===== src/rtl/pv_pkg.sv =====
// Shared definitions for the pixel-video read path: reader state encoding,
// pixel tag bundle and the screen geometry used as the default image stride.
package pv_pkg;

  localparam int SCREEN_W = 320;
  localparam int SCREEN_H = 240;

  // Rectangle reader control states.
  typedef enum logic [1:0] {
    ST_IDLE  = 2'd0,
    ST_RUN   = 2'd1,
    ST_DRAIN = 2'd2,
    ST_DONE  = 2'd3
  } rd_state_e;

  // Framing tags that travel alongside each pixel read.
  typedef struct packed {
    logic eof;
    logic eol;
  } pix_tag_t;

endpackage


===== src/rtl/sram_rd_skid.sv =====
// Two-entry synchronous FIFO that absorbs the one-cycle SRAM read latency.
// Push and pop may coincide in the same cycle, including when full; the
// occupancy is then unchanged. A push onto a full FIFO without a pop is dropped.
module sram_rd_skid #(
  parameter int WIDTH = 10
) (
  input  logic             clk,
  input  logic             reset_n,
  input  logic             push,
  input  logic [WIDTH-1:0] push_data,
  input  logic             pop,
  output logic [WIDTH-1:0] pop_data,
  output logic             full,
  output logic             empty,
  output logic [1:0]       count
);

  logic [WIDTH-1:0] mem_q [2];
  logic [WIDTH-1:0] mem_d [2];
  logic             wr_ptr_q, wr_ptr_d;
  logic             rd_ptr_q, rd_ptr_d;
  logic [1:0]       count_q, count_d;
  logic             do_push, do_pop;

  // Qualify the requests and compute next pointers, occupancy and storage.
  always_comb begin
    // NOTE: every variable gets a default first so no path can infer a latch.
    do_pop   = pop && (count_q != 2'd0);
    do_push  = push && ((count_q != 2'd2) || do_pop);
    wr_ptr_d = wr_ptr_q;
    rd_ptr_d = rd_ptr_q;
    count_d  = count_q;
    mem_d    = mem_q;

    if (do_push) begin
      mem_d[wr_ptr_q] = push_data;
      wr_ptr_d        = ~wr_ptr_q;
    end
    if (do_pop) begin
      rd_ptr_d = ~rd_ptr_q;
    end

    unique case ({do_push, do_pop})
      2'b10:   count_d = count_q + 2'd1;
      2'b01:   count_d = count_q - 2'd1;
      default: count_d = count_q;
    endcase
  end

  // Pointer and occupancy registers.
  always_ff @(posedge clk) begin
    if (!reset_n) begin
      wr_ptr_q <= 1'b0;
      rd_ptr_q <= 1'b0;
      count_q  <= 2'd0;
    end else begin
      wr_ptr_q <= wr_ptr_d;
      rd_ptr_q <= rd_ptr_d;
      count_q  <= count_d;
    end
  end

  // Entry storage.
  // NOTE: storage is deliberately not reset; an entry is only observed once
  // count_q says it was written, and the top masks the head while empty.
  always_ff @(posedge clk) begin
    mem_q <= mem_d;
  end

  assign pop_data = mem_q[rd_ptr_q];
  assign full     = (count_q == 2'd2);
  assign empty    = (count_q == 2'd0);
  assign count    = count_q;

endmodule


===== src/rtl/sram_rect_reader.sv =====
// Read-side master for the single-port, read-latency-1 image SRAMs. Walks a
// rectangular window of a row-major image and streams one pixel per cycle on a
// valid/ready interface. Reads are only issued when the skid FIFO is certain to
// have room for the returning data, so backpressure never loses a pixel.
module sram_rect_reader
  import pv_pkg::*;
#(
  parameter int DATA_WIDTH = 8,
  parameter int ADDR_WIDTH = 17,
  parameter int IMG_W      = SCREEN_W,
  parameter int W_BITS     = 9,
  parameter int H_BITS     = 8
) (
  input  logic                  clk,
  input  logic                  reset_n,
  input  logic                  start,
  input  logic [ADDR_WIDTH-1:0] base_addr,
  input  logic [W_BITS-1:0]     rect_w,
  input  logic [H_BITS-1:0]     rect_h,
  output logic                  busy,
  output logic                  done,
  output logic                  sram_en,
  output logic                  sram_we,
  output logic [ADDR_WIDTH-1:0] sram_addr,
  input  logic [DATA_WIDTH-1:0] sram_data,
  output logic                  pix_valid,
  output logic [DATA_WIDTH-1:0] pix_data,
  output logic                  pix_eol,
  output logic                  pix_eof,
  input  logic                  pix_ready
);

  localparam int FIFO_W = DATA_WIDTH + 2;

  rd_state_e             state_q, state_d;
  logic [W_BITS-1:0]     rect_w_q, rect_w_d;
  logic [H_BITS-1:0]     rect_h_q, rect_h_d;
  logic [W_BITS-1:0]     x_q, x_d;
  logic [H_BITS-1:0]     y_q, y_d;
  logic [ADDR_WIDTH-1:0] row_base_q, row_base_d;
  logic [ADDR_WIDTH-1:0] addr_hold_q, addr_hold_d;
  logic                  inflight_q, inflight_d;
  pix_tag_t              tag_q, tag_d;

  logic                  start_ok;
  logic                  zero_size;
  logic                  last_col;
  logic                  last_row;
  logic [ADDR_WIDTH-1:0] rd_addr;
  logic                  pop;
  logic                  can_issue;

  logic [FIFO_W-1:0]     fifo_head;
  logic                  fifo_full;
  logic                  fifo_empty;
  logic [1:0]            fifo_count;

  // Walk decode: start qualification, rectangle edges and the current address.
  always_comb begin
    start_ok  = (state_q == ST_IDLE) && start;
    zero_size = (rect_w == '0) || (rect_h == '0);
    last_col  = (x_q == rect_w_q - W_BITS'(1));
    last_row  = (y_q == rect_h_q - H_BITS'(1));
    rd_addr   = row_base_q + ADDR_WIDTH'(x_q);
  end

  assign pop = pix_valid & pix_ready;

  // A new read may issue only if, after this cycle's pop, the FIFO plus the
  // read already in flight leave at least one free slot for its data.
  assign can_issue = ({1'b0, fifo_count} + {2'b00, inflight_q}) <= (3'd1 + {2'b00, pop});

  // FSM state register.
  always_ff @(posedge clk) begin
    // NOTE: sequential state uses non-blocking assignments so every flop
    // samples pre-edge values regardless of block evaluation order.
    if (!reset_n) begin
      state_q <= ST_IDLE;
    end else begin
      state_q <= state_d;
    end
  end

  // FSM next-state logic.
  always_comb begin
    state_d = state_q;
    unique case (state_q)
      ST_IDLE: begin
        if (start_ok) begin
          state_d = zero_size ? ST_DONE : ST_RUN;
        end
      end
      ST_RUN: begin
        if (sram_en && last_col && last_row) begin
          state_d = ST_DRAIN;
        end
      end
      ST_DRAIN: begin
        // Leave as soon as the final pixel is handed off, so done follows the
        // eof handshake by exactly one cycle.
        if (!inflight_q && (fifo_empty || (pop && (fifo_count == 2'd1)))) begin
          state_d = ST_DONE;
        end
      end
      ST_DONE: begin
        state_d = ST_IDLE;
      end
      default: begin
        state_d = ST_IDLE;
      end
    endcase
  end

  // FSM outputs: status flags and the read strobe.
  always_comb begin
    busy    = (state_q == ST_RUN) || (state_q == ST_DRAIN);
    done    = (state_q == ST_DONE);
    sram_en = (state_q == ST_RUN) && can_issue;
    sram_we = 1'b0;
  end

  // Rectangle latch and x/y/row_base walk counters.
  always_comb begin
    rect_w_d   = rect_w_q;
    rect_h_d   = rect_h_q;
    x_d        = x_q;
    y_d        = y_q;
    row_base_d = row_base_q;

    if (start_ok) begin
      rect_w_d   = rect_w;
      rect_h_d   = rect_h;
      x_d        = '0;
      y_d        = '0;
      row_base_d = base_addr;
    end else if (sram_en) begin
      if (last_col) begin
        x_d        = '0;
        y_d        = y_q + H_BITS'(1);
        row_base_d = row_base_q + ADDR_WIDTH'(IMG_W);
      end else begin
        x_d = x_q + W_BITS'(1);
      end
    end
  end

  // Read pipeline: inflight flag, framing tags and the held address.
  always_comb begin
    inflight_d  = sram_en;
    tag_d.eol   = sram_en && last_col;
    tag_d.eof   = sram_en && last_col && last_row;
    addr_hold_d = sram_en ? rd_addr : addr_hold_q;
  end

  // Walk and read pipeline registers.
  always_ff @(posedge clk) begin
    if (!reset_n) begin
      rect_w_q    <= '0;
      rect_h_q    <= '0;
      x_q         <= '0;
      y_q         <= '0;
      row_base_q  <= '0;
      addr_hold_q <= '0;
      inflight_q  <= 1'b0;
      tag_q       <= '0;
    end else begin
      rect_w_q    <= rect_w_d;
      rect_h_q    <= rect_h_d;
      x_q         <= x_d;
      y_q         <= y_d;
      row_base_q  <= row_base_d;
      addr_hold_q <= addr_hold_d;
      inflight_q  <= inflight_d;
      tag_q       <= tag_d;
    end
  end

  // The address follows the walk while reading and holds its last value otherwise.
  assign sram_addr = sram_en ? rd_addr : addr_hold_q;

  sram_rd_skid #(
    .WIDTH(FIFO_W)
  ) u_skid (
    .clk      (clk),
    .reset_n  (reset_n),
    .push     (inflight_q),
    .push_data({tag_q.eof, tag_q.eol, sram_data}),
    .pop      (pop),
    .pop_data (fifo_head),
    .full     (fifo_full),
    .empty    (fifo_empty),
    .count    (fifo_count)
  );

  // Pixel port: FIFO head, masked to zero while nothing is buffered.
  always_comb begin
    pix_valid = !fifo_empty;
    {pix_eof, pix_eol, pix_data} = fifo_empty ? '0 : fifo_head;
  end

  // Data returning while the FIFO is full and nothing leaves would be lost.
  always_ff @(posedge clk) begin
    if (reset_n) begin
      assert (!(inflight_q && fifo_full && !pop));
    end
  end

endmodule


===== config.mk =====
export PLATFORM = sky130hd
export DESIGN_NAME = sram_rect_reader
export DESIGN_NICKNAME = d
export VERILOG_FILES = /design/src/rtl/pv_pkg.sv /design/src/rtl/sram_rd_skid.sv /design/src/rtl/sram_rect_reader.sv
export SDC_FILE = /design/constraint.sdc
export NUM_CORES = 1
export LEC_CHECK = 0
export CAP_MARGIN = 0
export CORE_MARGIN = 10
export CORE_UTILIZATION = 35
export DETAILED_ROUTE_END_ITERATION = 16
export MAX_ROUTING_LAYER = met4
export PLACE_DENSITY_LB_ADDON = 0.12
export SLEW_MARGIN = 20
export SYNTH_ARGS = -nofsm -noshare
export SYNTH_HDL_FRONTEND = slang
export SYNTH_SLANG_ARGS = --single-unit

===== constraint.sdc =====
create_clock -name clk -period 8.8 [get_ports clk]
set_clock_uncertainty 0.05 [all_clocks]
set_input_delay 1.76 -clock clk [delete_from_list [all_inputs] [get_ports clk]]
set_output_delay 1.76 -clock clk [all_outputs]
set_load 0.01 [all_outputs]

==> results.tsv <==
stage	metric	value	unit
timing	post-route setup TNS	0	ns
die	DIE HEIGHT	141.9	µm
place	Final HPWL DP	9.986	mm
die	die area	20150	µm²
yosys	Synth top area share	0.2962	
setup_path	Arr. time, crit path	4.81	ns
power_and_ir_drop	Power Density	260.9	nW/µm²
yosys	mux cell area share after synthesis	0.02501	
routing	Detailed Routing Iterations Pass 1	4	
yosys	top-count cell post-synth	nand2_1	
layout	diode count	0	
yosys	Syn Nets	673	
yosys	Synth Flop Type	dfxtp_1	
yosys	Distinct cells, synth	58	
die	Initial Util	0.3580	
global_route	vias in the first global route	4363	
clocking	Root Buffer	clkbuf_16	
clocking	CTS tree	done	
layout	Area growth syn-to-layout	22.07	%
timing	Slew @ Worst Pin	0.9611	ns
place	port buffer count	76	
routing	DR vias	4346	
timing	min setup slack post-route	2.180	ns
min_path	WHS Path Cells	0	
timing	unrepaired setup endpoints after global routing	false	
place	pre-CTS setup slack	2.196	ns
yosys	Post-synth EDFFs	20	
place	Routability Congestion	0.8157	
yosys	Mapped Cells	599	
clocking	clock sinks	97	
yosys	post-synthesis adder-cell area fraction	0.07021	
timing	final hold viol count	0	
layout	Layout fillers	1448	
global_route	first-pass GRT wire length	21.91	mm
yosys	Synth Area in XOR/XNOR	0.08391	
yosys	Synth Warn #	0	
layout	fin nets	733	
clocking	clock latency on the worst-skew pair	0.35	ns
die	width of the die	141.9	µm
global_route	pin count of the biggest net entering global routing	47	
yosys	Syn Area/Cell	8.687	µm²
clocking	CTS Buf Count	9	
yosys	asr flop ratio synth	0	
timing	Final period util	0.7523	
power_and_ir_drop	VDD IR max	113.8	µV
clocking	postcts setup bufs	0	
die	core area	14530	µm²
global_route	GRT overflow	0	
clocking	post-CTS resize count	0	
die	Cell Rows	44	
setup_path	startpoint types	input port	
clocking	hold_buf cts	0	
power_and_ir_drop	leakage power	0.002321	µW
yosys	Simple-Gate Fraction of Synth Area	0.2070	
routing	Post-DRT Antenna Nets	0	
yosys	number of synthesized register bits	97	
routing	final WL	13.28	mm
setup_path	CP Max Fanout	31	
layout	final std cells w/o fill	848	
routing	drt wl/cell	15.66	µm
routing	drt first-iter violations	261	
yosys	largest family of logic cells by synthesized area	simple AND/OR/NAND/NOR gates	
run_status	status	finished clean	
timing	final setup violation count	0	
layout	fraction of layout cells with a size suffix above 1	0.04217	
timing	minimum clock period after layout	6.620	ns
yosys	Netlist Area Pre-Place	5204	µm²
run	max_cap viols	0	
setup_path	worst path required time	6.99	ns
timing	hold slack	0.3800	ns
min_path	worst hold path type	reg -> reg	
place	placed cell count	832	
setup_path	CP Class	in -> out	
timing	Pins Over Slew Limit	0	
global_route	Global Route Usage Sum	0.1368	
timing	f_max	0.1511	GHz
setup_path	Critical Path End Type	primary output	
timing	Max transition margin	0.3593	
yosys	largest area contributor in the synthesized netlist	dfxtp_1	
yosys	post-synthesis compound-gate area fraction	0.1592	
routing	# DRC	0	
setup_path	length in cells of the worst reg-to-reg path	14	
yosys	post-synthesis sequential area ratio	0.4116	
yosys	Synth area leaders	dfxtp_1, edfxtp_1, nand2_1, ha_1, a21oi_1	
clocking	H-tree levels	3	
yosys	most instantiated cells after synthesis	nand2_1, dfxtp_1, nor2_1	
die	I/O pin cnt	78	
global_route	initial antenna violation count	0	
routing	DR vias/cell	5.125	
clocking	Worst-path clk slew	0.07	ns
clocking	Max Root-Sink Buffers	2	
## layer usage
metal | track usage | routed length, µm | share of wire
met1 | 0.1708 | 6380 | 0.48
met2 | 0.2143 | 6076 | 0.46
met3 | 0.02770 | 618 | 0.047
met4 | 0.05110 | 203 | 0.015
met5 | - | 0 | 0
## cells by family (layout without fill, tap and decap cells)
kind of cell / after synthesis / in the layout
adder cells (fa/ha/maj): 28 / 28
XOR/XNOR: 49 / 49
AND/OR/NAND/NOR: 229 / 229
multiplexers: 13 / 13
AO/OA/AOI/OAI: 129 / 129
flip-flops: 97 / 97
other: 1 / 1
buffers and inverters: 53 / 118
## final timing paths
kind	from	end	slack, ns
hold / removal	tag_q[1]	u_skid.mem_q[19]	0.38
hold reg to reg	tag_q[1]	u_skid.mem_q[19]	0.38
setup / recovery	pix_ready	sram_addr[10]	2.18
setup reg to reg	u_skid.count[1]	row_base_q[13]	3.83
## report_power, final
| part | total, µW | internal (µW) | leakage (µW) | switching [µW] |
|---|---|---|---|---|
| sequential | 602 | 530 | 0.000814 | 72.4 |
| combinational | 687 | 311 | 0.00137 | 376 |
| clock | 368 | 193 | 0.000135 | 174 |
| total | 1660 | 1030 | 0.00232 | 623 |
## per-stage QoR
stage | util | power [µW] | cell area [µm²]
after global placement | 0.4183 | 1292 | 6080
after global routing | 0.4371 | 1778 | 6352
after CTS | 0.4371 | 1678 | 6352
after detailed placement | 0.4183 | 1306 | 6080
final | 0.4371 | 1657 | 6352
after floorplan | - | 1030 | 5204
## state kept, by name, summed over array words and instances, names as in the netlist
name / count
addr_hold_q: 17
inflight_q: 1
rect_h_q: 8
rect_w_q: 9
row_base_q: 17
state_q: 2
tag_q: 2
u_skid.count: 2
u_skid.mem_q: 20
u_skid.rd_ptr_q: 1
u_skid.wr_ptr_q: 1
x_q: 9
y_q: 8
## worst max-delay path, stage by stage
cell,delay (ns)
clkdlybuf4s50_1,0.48
nand2_1,0.12
inv_1,0.13
fa_1,0.45
nor3b_1,0.23
o21ai_1,0.10
inv_1,0.68
nor2_1,0.13
a21oi_1,0.16
clkdlybuf4s50_1,0.56
## cell usage in the layout (no fill, tap or decap), drive strengths merged, types with 4 or more instances in the layout
cell type / Yosys / routed
nand2: 93 / 93
dfxtp: 77 / 77
clkdlybuf4s50: 0 / 76
nor2: 53 / 53
a21oi: 50 / 50
xnor2: 28 / 28
ha: 26 / 26
inv: 24 / 26
o21ai: 24 / 24
xor2: 21 / 21
edfxtp: 20 / 20
mux2i: 13 / 13
nand3: 12 / 12
a211oi: 11 / 11
nor3: 11 / 11
nand4: 10 / 10
clkbuf: 20 / 10
and2: 9 / 9
nor4: 9 / 9
a31oi: 9 / 9
or4: 9 / 9
o31ai: 8 / 8
or3: 6 / 6
nor2b: 5 / 5
a21o: 4 / 4
and3: 4 / 4
a311oi: 4 / 4
clkinv: 0 / 4
## area by class of cell
class                      instances  area (µm²)  area share
tap                              184       230.2     0.03624
clock buffer                      10       229.0     0.03604
multi-input combinational        449        2841      0.4473
timing repair buffer              78       775.7      0.1221
clock inverter                     6       43.79    0.006894
sequential                        97        2142      0.3372
inverter                          24       90.09     0.01418
Note: power is estimated with default switching activity, not from simulation.
